**src/rtl/ex_mdu_pkg.sv**
```systemverilog
// Shared decode constants for the RV32M multiply/divide unit: opcode/funct7 match,
// funct3 operation codes and MDU state encodings.
package ex_mdu_pkg;

  localparam logic [6:0] INST_TYPE_R_M = 7'b0110011;
  localparam logic [6:0] FUNCT7_MULDIV = 7'b0000001;

  localparam logic [2:0] INST_MUL    = 3'b000;
  localparam logic [2:0] INST_MULH   = 3'b001;
  localparam logic [2:0] INST_MULHSU = 3'b010;
  localparam logic [2:0] INST_MULHU  = 3'b011;
  localparam logic [2:0] INST_DIV    = 3'b100;
  localparam logic [2:0] INST_DIVU   = 3'b101;
  localparam logic [2:0] INST_REM    = 3'b110;
  localparam logic [2:0] INST_REMU   = 3'b111;

  localparam logic [1:0] MDU_IDLE = 2'd0;
  localparam logic [1:0] MDU_BUSY = 2'd1;
  localparam logic [1:0] MDU_DONE = 2'd2;

  function automatic logic is_m_inst(input logic [6:0] opcode, input logic [6:0] funct7);
    return (opcode == INST_TYPE_R_M) && (funct7 == FUNCT7_MULDIV);
  endfunction

endpackage

```
**src/rtl/mdu_div_core.sv**
```systemverilog
// Unsigned restoring divider datapath: loads dividend/divisor, then produces one
// quotient bit per enabled cycle; quotient and remainder are valid after XLEN steps.
module mdu_div_core #(
  parameter int XLEN = 32
) (
  input  logic            clk,
  input  logic            rst,
  input  logic            i_load,
  input  logic            i_en,
  input  logic [XLEN-1:0] i_dividend,
  input  logic [XLEN-1:0] i_divisor,
  output logic [XLEN-1:0] o_quot,
  output logic [XLEN-1:0] o_rem
);

  logic [XLEN-1:0] r_rem;
  logic [XLEN-1:0] r_quot;
  logic [XLEN-1:0] r_div;
  logic [XLEN:0]   w_shift;
  logic [XLEN:0]   w_diff;

  // Dividend bits shift out of r_quot's MSB while quotient bits enter at its LSB.
  assign w_shift = {r_rem, r_quot[XLEN-1]};
  assign w_diff  = w_shift - {1'b0, r_div};

  always_ff @(posedge clk) begin
    if (rst) begin
      r_rem  <= '0;
      r_quot <= '0;
      r_div  <= '0;
    end else if (i_load) begin
      r_rem  <= '0;
      r_quot <= i_dividend;
      r_div  <= i_divisor;
    end else if (i_en) begin
      if (!w_diff[XLEN]) begin
        r_rem  <= w_diff[XLEN-1:0];
        r_quot <= {r_quot[XLEN-2:0], 1'b1};
      end else begin
        r_rem  <= w_shift[XLEN-1:0];
        r_quot <= {r_quot[XLEN-2:0], 1'b0};
      end
    end
  end

  assign o_quot = r_quot;
  assign o_rem  = r_rem;

endmodule

```
**src/rtl/ex_mdu.sv**
```systemverilog
// Iterative RV32M multiply/divide execute unit with one-cycle write-back and pipeline hold.
// Optional MDU_FAST_MUL_EN: single-cycle multiplier registered at acceptance.
module ex_mdu #(
  parameter int XLEN  = 32,
  parameter int CNT_W = $clog2(XLEN) + 1
) (
  input  logic            clk,
  input  logic            rst,
  input  logic [XLEN-1:0] op1_i,
  input  logic [XLEN-1:0] op2_i,
  input  logic [31:0]     inst_i,
  input  logic            reg_wen_i,
  input  logic [4:0]      rd_addr_i,
  input  logic            flush_i,
  output logic [XLEN-1:0] rd_data_o,
  output logic [4:0]      rd_addr_o,
  output logic            reg_wen_o,
  output logic            hold_flag_o,
  output logic            busy_o
);

  import ex_mdu_pkg::*;

  logic [1:0]        r_state;
  logic [CNT_W-1:0]  r_cnt;
  logic [2:0]        r_f3;
  logic [4:0]        r_rd;
  logic              r_wen;
  logic              r_neg;
  logic              r_short;
  logic [XLEN-1:0]   r_short_res;
  logic [2*XLEN-1:0] r_prod;
  logic [XLEN-1:0]   r_mcand;

  logic [2:0]        w_f3;
  logic              w_is_m, w_accept, w_is_div;
  logic              w_sgn1, w_sgn2, w_neg1, w_neg2, w_res_neg;
  logic [XLEN-1:0]   w_mag1, w_mag2;
  logic              w_div0, w_ovf, w_fast;
  logic [XLEN-1:0]   w_short_res;
  logic [XLEN:0]     w_mul_sum;
  logic [XLEN-1:0]   w_quot, w_rem;
  logic [2*XLEN-1:0] w_prod_s;
  logic [XLEN-1:0]   w_quot_s, w_rem_s, w_result;
  logic              w_done;
  logic              w_unused_inst;

  assign w_unused_inst = ^{inst_i[24:15], inst_i[11:7]};

  assign w_f3     = inst_i[14:12];
  assign w_is_m   = is_m_inst(inst_i[6:0], inst_i[31:25]);
  assign w_accept = (r_state == MDU_IDLE) && w_is_m && !flush_i;
  assign w_is_div = w_f3[2];

  assign w_sgn1    = (w_f3 == INST_MULH) || (w_f3 == INST_MULHSU) ||
                     (w_f3 == INST_DIV)  || (w_f3 == INST_REM);
  assign w_sgn2    = (w_f3 == INST_MULH) || (w_f3 == INST_DIV) || (w_f3 == INST_REM);
  assign w_neg1    = w_sgn1 && op1_i[XLEN-1];
  assign w_neg2    = w_sgn2 && op2_i[XLEN-1];
  assign w_mag1    = w_neg1 ? -op1_i : op1_i;
  assign w_mag2    = w_neg2 ? -op2_i : op2_i;
  assign w_res_neg = (w_f3 == INST_REM) ? w_neg1 : (w_neg1 ^ w_neg2);

  assign w_div0 = w_is_div && (op2_i == '0);
  assign w_ovf  = ((w_f3 == INST_DIV) || (w_f3 == INST_REM)) &&
                  (op1_i == {1'b1, {(XLEN-1){1'b0}}}) && (op2_i == '1);
  // funct3[1] distinguishes REM/REMU from DIV/DIVU among the divide codes.
  assign w_short_res = w_div0 ? (w_f3[1] ? op1_i : '1) : (w_f3[1] ? '0 : op1_i);

`ifdef MDU_FAST_MUL_EN
  logic [2*XLEN-1:0] w_fast_prod;
  assign w_fast       = !w_is_div;
  assign w_fast_prod  = {{XLEN{1'b0}}, w_mag1} * {{XLEN{1'b0}}, w_mag2};
`else
  assign w_fast = 1'b0;
`endif

  assign w_mul_sum = {1'b0, r_prod[2*XLEN-1:XLEN]} + (r_prod[0] ? {1'b0, r_mcand} : '0);

  mdu_div_core #(.XLEN(XLEN)) u_div (
    .clk        (clk),
    .rst        (rst),
    .i_load     (w_accept && w_is_div),
    .i_en       ((r_state == MDU_BUSY) && r_f3[2]),
    .i_dividend (w_mag1),
    .i_divisor  (w_mag2),
    .o_quot     (w_quot),
    .o_rem      (w_rem)
  );

  always_ff @(posedge clk) begin
    if (rst) begin
      r_state     <= MDU_IDLE;
      r_cnt       <= '0;
      r_f3        <= '0;
      r_rd        <= '0;
      r_wen       <= 1'b0;
      r_neg       <= 1'b0;
      r_short     <= 1'b0;
      r_short_res <= '0;
      r_prod      <= '0;
      r_mcand     <= '0;
    end else if (flush_i) begin
      r_state <= MDU_IDLE;
    end else begin
      case (r_state)
        MDU_IDLE: begin
          if (w_accept) begin
            r_f3        <= w_f3;
            r_rd        <= rd_addr_i;
            r_wen       <= reg_wen_i;
            r_neg       <= w_res_neg;
            r_short     <= w_div0 || w_ovf;
            r_short_res <= w_short_res;
            r_cnt       <= '0;
            if (!w_is_div) begin
              r_mcand <= w_mag1;
`ifdef MDU_FAST_MUL_EN
              r_prod  <= w_fast_prod;
`else
              r_prod  <= {{XLEN{1'b0}}, w_mag2};
`endif
            end
            r_state <= (w_div0 || w_ovf || w_fast) ? MDU_DONE : MDU_BUSY;
          end
        end
        MDU_BUSY: begin
          // Shift-add: partial sum enters the upper half as the multiplier drains from the lower.
          if (!r_f3[2]) r_prod <= {w_mul_sum, r_prod[XLEN-1:1]};
          if (r_cnt == CNT_W'(XLEN - 1)) r_state <= MDU_DONE;
          else                           r_cnt   <= r_cnt + 1'b1;
        end
        default: r_state <= MDU_IDLE;
      endcase
    end
  end

  assign w_prod_s = r_neg ? -r_prod : r_prod;
  assign w_quot_s = r_neg ? -w_quot : w_quot;
  assign w_rem_s  = r_neg ? -w_rem  : w_rem;

  always_comb begin
    w_result = '0;
    if (r_short)             w_result = r_short_res;
    else if (r_f3[2])        w_result = r_f3[1] ? w_rem_s : w_quot_s;
    else if (r_f3 == INST_MUL) w_result = w_prod_s[XLEN-1:0];
    else                     w_result = w_prod_s[2*XLEN-1:XLEN];
  end

  assign w_done      = (r_state == MDU_DONE) && !flush_i;
  assign rd_data_o   = w_done ? w_result : '0;
  assign rd_addr_o   = w_done ? r_rd : '0;
  assign reg_wen_o   = w_done && r_wen;
  assign hold_flag_o = !flush_i && (((r_state == MDU_IDLE) && w_is_m) || (r_state == MDU_BUSY));
  assign busy_o      = (r_state != MDU_IDLE);

endmodule
```
**config.mk**
```make
export PLATFORM = sky130hd
export DESIGN_NAME = ex_mdu
export DESIGN_NICKNAME = d
export VERILOG_FILES = /design/src/rtl/ex_mdu_pkg.sv /design/src/rtl/mdu_div_core.sv /design/src/rtl/ex_mdu.sv
export SDC_FILE = /design/constraint.sdc
export NUM_CORES = 1
export LEC_CHECK = 0
export ABC_AREA = 1
export BUFFER_PORTS_ARGS = -buffer_cell sky130_fd_sc_hd__clkbuf_2
export CORE_UTILIZATION = 40
export DETAILED_ROUTE_END_ITERATION = 10
export PLACE_DENSITY = 0.59
export SLEW_MARGIN = 20
export SYNTH_ARGS = -nofsm -noshare
export SYNTH_HDL_FRONTEND = slang
export SYNTH_HIERARCHICAL = 1
export SYNTH_SLANG_ARGS = --single-unit
```
**constraint.sdc**
```tcl
create_clock -name clk -period 4.2 [get_ports clk]
set_clock_uncertainty 0.1 [all_clocks]
set_input_delay 0.21 -clock clk [delete_from_list [all_inputs] [get_ports clk]]
set_output_delay 0.21 -clock clk [all_outputs]
set_load 0.02 [all_outputs]
```
-- Word level (Yosys, flattened, before mapping)
Cells that the tools add are included.
- reductions and logical operators: 35
- add/subtract/negate cells: 8
- mux-type cells: 31
- bitwise operators: 3
- equal/unequal tests: 16
- operators with widths (cell ; count):
    $mux 32 ; 16
    $mux 64 ; 4
    $neg 32->32 ; 4
    $pmux 64 s2 ; 1
    $eq 32x32->1 const B ; 2
    $neg 64->64 ; 1
    $add 32x32->33 ; 1
    $sub 33x32->33 ; 1
    $logic_not 32->1 ; 1
    $logic_and 1x1->1 ; 13
    $mux 6 ; 2
    $pmux 6 s2 ; 1
    $ne 2x2->1 const B ; 5
    $logic_or 1x1->1 ; 8
    $reduce_and 4->1 ; 2
    $eq 7x1->1 const B ; 1
    $eq 7x6->1 const B ; 1
    $add 6x1->6 const B ; 1
    $eq 3x3->1 const B ; 2
    $eq 6x5->1 const B ; 1
    $mux 2 ; 3
    $reduce_bool 2->1 ; 3
    $mux 5 ; 1
    $reduce_and 5->1 ; 1
    14 further kinds ; 17
- output and inout port bits: 40
- bits in registers: 243
- word-level logic and storage cells: 106
- bits of input ports: 105

-- Longest topological paths before layout
- depth after elaboration: 8
- depth in mapped cells: 19
- depth with buffers taken out: 18

-- Cells and area by module
Netlist, hierarchy kept.
- by module, submodules not included (module ; cells each ; instances ; area each (µm²) ; seq. area each (µm²)):
    ex_mdu ; 2825 ; 1 ; 15611.2 ; 2942.8
    mdu_div_core ; 1136 ; 1 ; 6751.5 ; 1921.8

-- Worst setup path after synthesis
No wires, ideal clock.
- kind: register -> register
- from: register r_state[0]
- to: register u_div.r_quot[20], in the netlist u_div/o_quot[20]
- setup time: 0.057 ns
- data required time: 4.043 ns
- stages on the path, launching flop included: 15
- period minus slack after synthesis: 2.505 ns
- data arrival time: 2.348 ns
- path buffers: 4
- setup slack: 1.695 ns
- cells stage by stage: dfxtp_1 inv_1 nor2_1 inv_1 clkbuf_1 buf_2 nor2_1 buf_2 clkinv_1 nor2_1 inv_1 clkbuf_1 o221ai_1 nand2_1 inv_1
- longest elaborated chain between the ends: 5
- elaborated cells on any way between the ends: 8
- classes of those cells: 1 x eq/ne; 1 x mux; 6 x reduce/logical
- RTL lines (what ; RTL line ; RTL):
    from (decl) ; ex_mdu.sv:24 ; logic [1:0] r_state;
    from (signal assigned) ; ex_mdu.sv:124 ; r_state <= (w_div0 || w_ovf || w_fast) ? MDU_DONE : MDU_BUSY;
    $logic_not 2->1 ; ex_mdu.sv:52 ; assign w_accept = (r_state == MDU_IDLE) && w_is_m && !flush_i;
    $logic_and 1x1->1 (2 in a row) ; ex_mdu.sv:52 ;
    $logic_and 1x1->1 ; ex_mdu.sv:83 ; .i_load (w_accept && w_is_div),
    $mux 32 / $reduce_bool 2->1 (equally long branches) ; n/a ;
    to (signal assigned) ; mdu_div_core.sv:33 ; r_quot <= i_dividend;
    to (signal assigned) ; mdu_div_core.sv:38 ; r_quot <= {r_quot[XLEN-2:0], 1'b1};
    to (signal assigned) ; mdu_div_core.sv:41 ; r_quot <= {r_quot[XLEN-2:0], 1'b0};
    to (decl) ; mdu_div_core.sv:17 ; logic [XLEN-1:0] r_quot;
Parallel ways exist; a longest one is shown, timed or not.
A chain may end at the register's enable or synchronous reset.

-- Worst setup path after layout
- from: register r_prod[0]
- to: output port rd_data_o[2]
- longest elaborated chain between the ends: 6
- RTL lines (what ; RTL line ; RTL):
    from (decl) ; ex_mdu.sv:32 ; logic [2*XLEN-1:0] r_prod;
    from (signal assigned) ; ex_mdu.sv:121 ; r_prod <= {{XLEN{1'b0}}, w_mag2};
    from (signal assigned) ; ex_mdu.sv:129 ; if (!r_f3[2]) r_prod <= {w_mul_sum, r_prod[XLEN-1:1]};
    $neg 64->64 ; ex_mdu.sv:138 ; assign w_prod_s = r_neg ? -r_prod : r_prod;
    $mux 64 ; ex_mdu.sv:138 ;
    $mux 32 ; ex_mdu.sv:146 ; else if (r_f3 == INST_MUL) w_result = w_prod_s[XLEN-1:0];
    $mux 32 ; ex_mdu.sv:145 ; else if (r_f3[2]) w_result = r_f3[1] ? w_rem_s : w_quot_s;
    $mux 32 ; ex_mdu.sv:144 ; if (r_short) w_result = r_short_res;
    $mux 32 ; ex_mdu.sv:151 ; assign rd_data_o = w_done ? w_result : '0;
    to (decl) ; ex_mdu.sv:15 ; output logic [XLEN-1:0] rd_data_o,
No other way between the ends.

==> reports/qor.csv <==
metric,value,unit
status,"finished, final reports clean",
worst_pin_slew,1020,ps
syn-num-nets,4139,
ant_nets,0,
finalSetupTns,0,ps
synthTopCellsByArea,"dfxtp_1, nand2_1, inv_1, a21oi_1, nand3_1",
p_int,4.18,mW
clk_pin_slew,70,ps
total_power,5.65,mW
initial_core_util,0.405,
ios,145,
async_flop_share,0,
crit_arrival,3490,ps
die-area,0.0569,mm²
syn_to_final_growth,12.3,%
swShare,0.260,
track_usage,0.310,
cts.sinks,243,
antenna_found_initial,4,
net-switching-power,1.47,mW
grt_pass1_wl,137000,µm
yosys_most_used_dff,dfxtp_1,
drive_gt1_frac,0.0738,
combPwrFrac,0.081,
crit_slowest_cell,a21oi_1,
cts_root_buf,clkbuf_16,
timing.critical_path.mode_cell,nand3_1,
hp-class,primary input to register,
critPathKind,register to output port,
synth_top_area_share,0.218,
num_vias,25900,
synth_edf_count,0,
pwr-share-seq,0.408,
placed_cell_area,0.0236,mm²
yosys_warnings,6,
core-area,0.0552,mm²
die_h,238,µm
drtPass1Iterations,6,
ys_types,52,
drt_iter0_drc,2564,
fin_nets,4233,
fin_crit_sh,0.905,
synth_area_per_cell,5.65,µm²
cp_max_fo,7,
synth_area,0.0224,mm²
worst-path-buf-inv,2,
insertion_delay,600,ps
ys_seq_elements,243,
cts_made_buffers,31,
final_cells,4830,
synth_cells,3961,
endpoint_kind,output port,
clock_path_buffers,3,
die_w,238,µm
ir_drop,444,µV
fillers,6103,
min_period,3800,ps
htree_levels,1,
grt_max_degree,68,
p_clk_frac,0.511,
setup_violations,0,
dp.cells,4727,
slew-limit-headroom,0.322,
max_stage_delay,430,ps
routed_via_density,5.36,
synth_seq_area_share,0.218,
drc_errors,0,
rsz0062_at_grt,no,
overflow,0,
port_buffers,129,
synth_area_leader_cell,dfxtp_1,
post-place-ws,989,ps
start_kind,register,
power_density,225,mW/mm²
dp_hpwl,69800,µm
maxSlewViolCount,0,
path_cells,inv_2 > ha_1 > nand3_1 > nor2_2 > nand4_1 > nand2_1 > nand3_1 > nand3_1 > o211ai_1 > a21oi_1 > clkbuf_2,
postCtsSetupBuffers,0,
worstPathRequired,3890,ps
gp_congestion,0.986,
num_rows,86,
finalHoldViolCount,0,
layout_setup_ws,398,ps
leakage,12.6,nW
drt-total-wl,89500,µm
tritoncts,built,
fmax,263,MHz
path_delay_family,simple AND/OR/NAND/NOR gates,
wire_per_inst,18.5,µm
maxCapViolCount,0,
cts_resized,0,
post_cts_hold_buffer_count,43,
final_area,0.0251,mm²
first_global_vias,23900,
## cell usage in the layout (no fill, tap or decap), types with 6 or more instances in the layout
cell,synthesis,final
o21ai_0,281,281
nand3_1,333,333
a22oi_1,14,14
o21a_1,7,7
xnor2_1,13,13
xor2_1,81,81
buf_4,7,39
nor4_1,11,11
clkbuf_16,0,31
o221ai_1,8,8
a21boi_0,6,6
clkbuf_2,0,129
a31oi_1,8,8
a21o_1,7,7
ha_1,71,71
or2_2,19,19
nand2_1,1155,1155
inv_1,537,537
nor2_2,16,19
clkinv_2,1,6
dfxtp_1,243,242
o211ai_1,14,14
o21ai_1,8,8
a21oi_1,353,353
nand4_1,93,93
inv_2,9,11
nor3_1,31,29
clkinv_1,9,7
nor2_1,380,377
and2_1,10,10
nand3b_1,39,39
a22o_1,10,10
dlygate4sd3_1,0,43
## cell families (layout without fill, tap and decap cells)
| logic type | after synthesis | in the layout | share of synthesized area |
|---|---|---|---|
| and+or+nand+nor | 2111 | 2111 | 0.405 |
| AOI/OAI and AO/OA | 733 | 733 | 0.175 |
| buffers and inverters | 706 | 824 | 0.124 |
| DFF | 243 | 243 | 0.218 |
| xor gates and xnor gates | 94 | 94 | 0.0368 |
| adders and majority gates | 73 | 73 | 0.0415 |
| muxes | 1 | 1 | 0.000448 |
| other | 0 | 3 | 0 |
## cell usage after synthesis, drive strengths merged, types with 5 or more instances
cell and count:
nand2 1163, nor4 12, xnor2 13, o22ai 5, ha 71, a22oi 14
o21ai 293, or2 21, buf 61, nand3 336, a21o 7, a21boi 6
nor2 401, o21a 7, o21bai 5, dfxtp 243, a31oi 8, clkbuf 89
inv 546, nand4 94, o221ai 8, a21oi 353, nor3 34, clkinv 10
nand3b 39, xor2 81, a22o 10, o211ai 14, and2 10
## final cells by class
class | count | area [µm²] | area share
diodes | 3 | 7.51 | 0.000299
clock buffers | 38 | 842 | 0.0335
clock inverters | 19 | 254 | 0.0101
inverters | 556 | 2090 | 0.0831
multi-input cells | 3012 | 14800 | 0.587
flip-flops and latches | 243 | 4870 | 0.194
well taps | 748 | 936 | 0.0373
repair buffers | 211 | 1370 | 0.0545
## per-stage QoR
stage / hold WS (ps) / utilization
6_report: 33.2 / 0.455
5_1_grt: 24.6 / 0.455
4_1_cts: 2.43 / 0.455
3_5_place_dp: 349 / 0.427
3_3_place_gp: 344 / 0.427
2_1_floorplan: 179 / -
## state kept, by name, indices dropped and copies added, names as in the netlist
name	flops
u_div/r_div	32
r_mcand	32
u_div/o_rem	32
r_state	2
u_div/o_quot	32
r_f3	3
r_cnt	6
r_prod	64
r_short	1
r_short_res	32
r_rd	5
r_neg	1
r_wen	1
## metal layers
layer / track usage / routed length (µm) / vias to the layer above
met5: 0 / 13 / -
li1: - / - / 13000
met3: 0.0458 / 6460 / 178
met1: 0.424 / 40200 / 11700
met4: 0.141 / 4470 / 2
met2: 0.479 / 38400 / 954
## worst reg2reg max path: cells and delay by family, from the launching register on
kind	cells	cell delay, ps
compound gates	3	810
fa+ha+maj	2	650
buf+inv	4	600
flops	1	520
simple gates	5	470
## path summary, 6_finish.rpt
check	start	end	slack [ps]	cells past startpoint
setup reg to reg	r_prod[0]	r_prod[61]	900	14
hold reg to reg	r_wen	r_wen	360	2
hold / removal	op2_i[23]	r_prod[23]	30	4
setup / recovery	r_prod[0]	rd_data_o[2]	400	11
## power by group through the flow
stage	clock [mW]	combinational [mW]	sequential, mW
after global placement	0	0.411	2.36
after detailed placement	0	0.410	2.36
after CTS	2.93	0.444	2.30
after floorplan	0	0.220	2.36
after global routing	3.01	0.485	2.30
final	2.88	0.457	2.30
(Power assumes the default switching activity.)
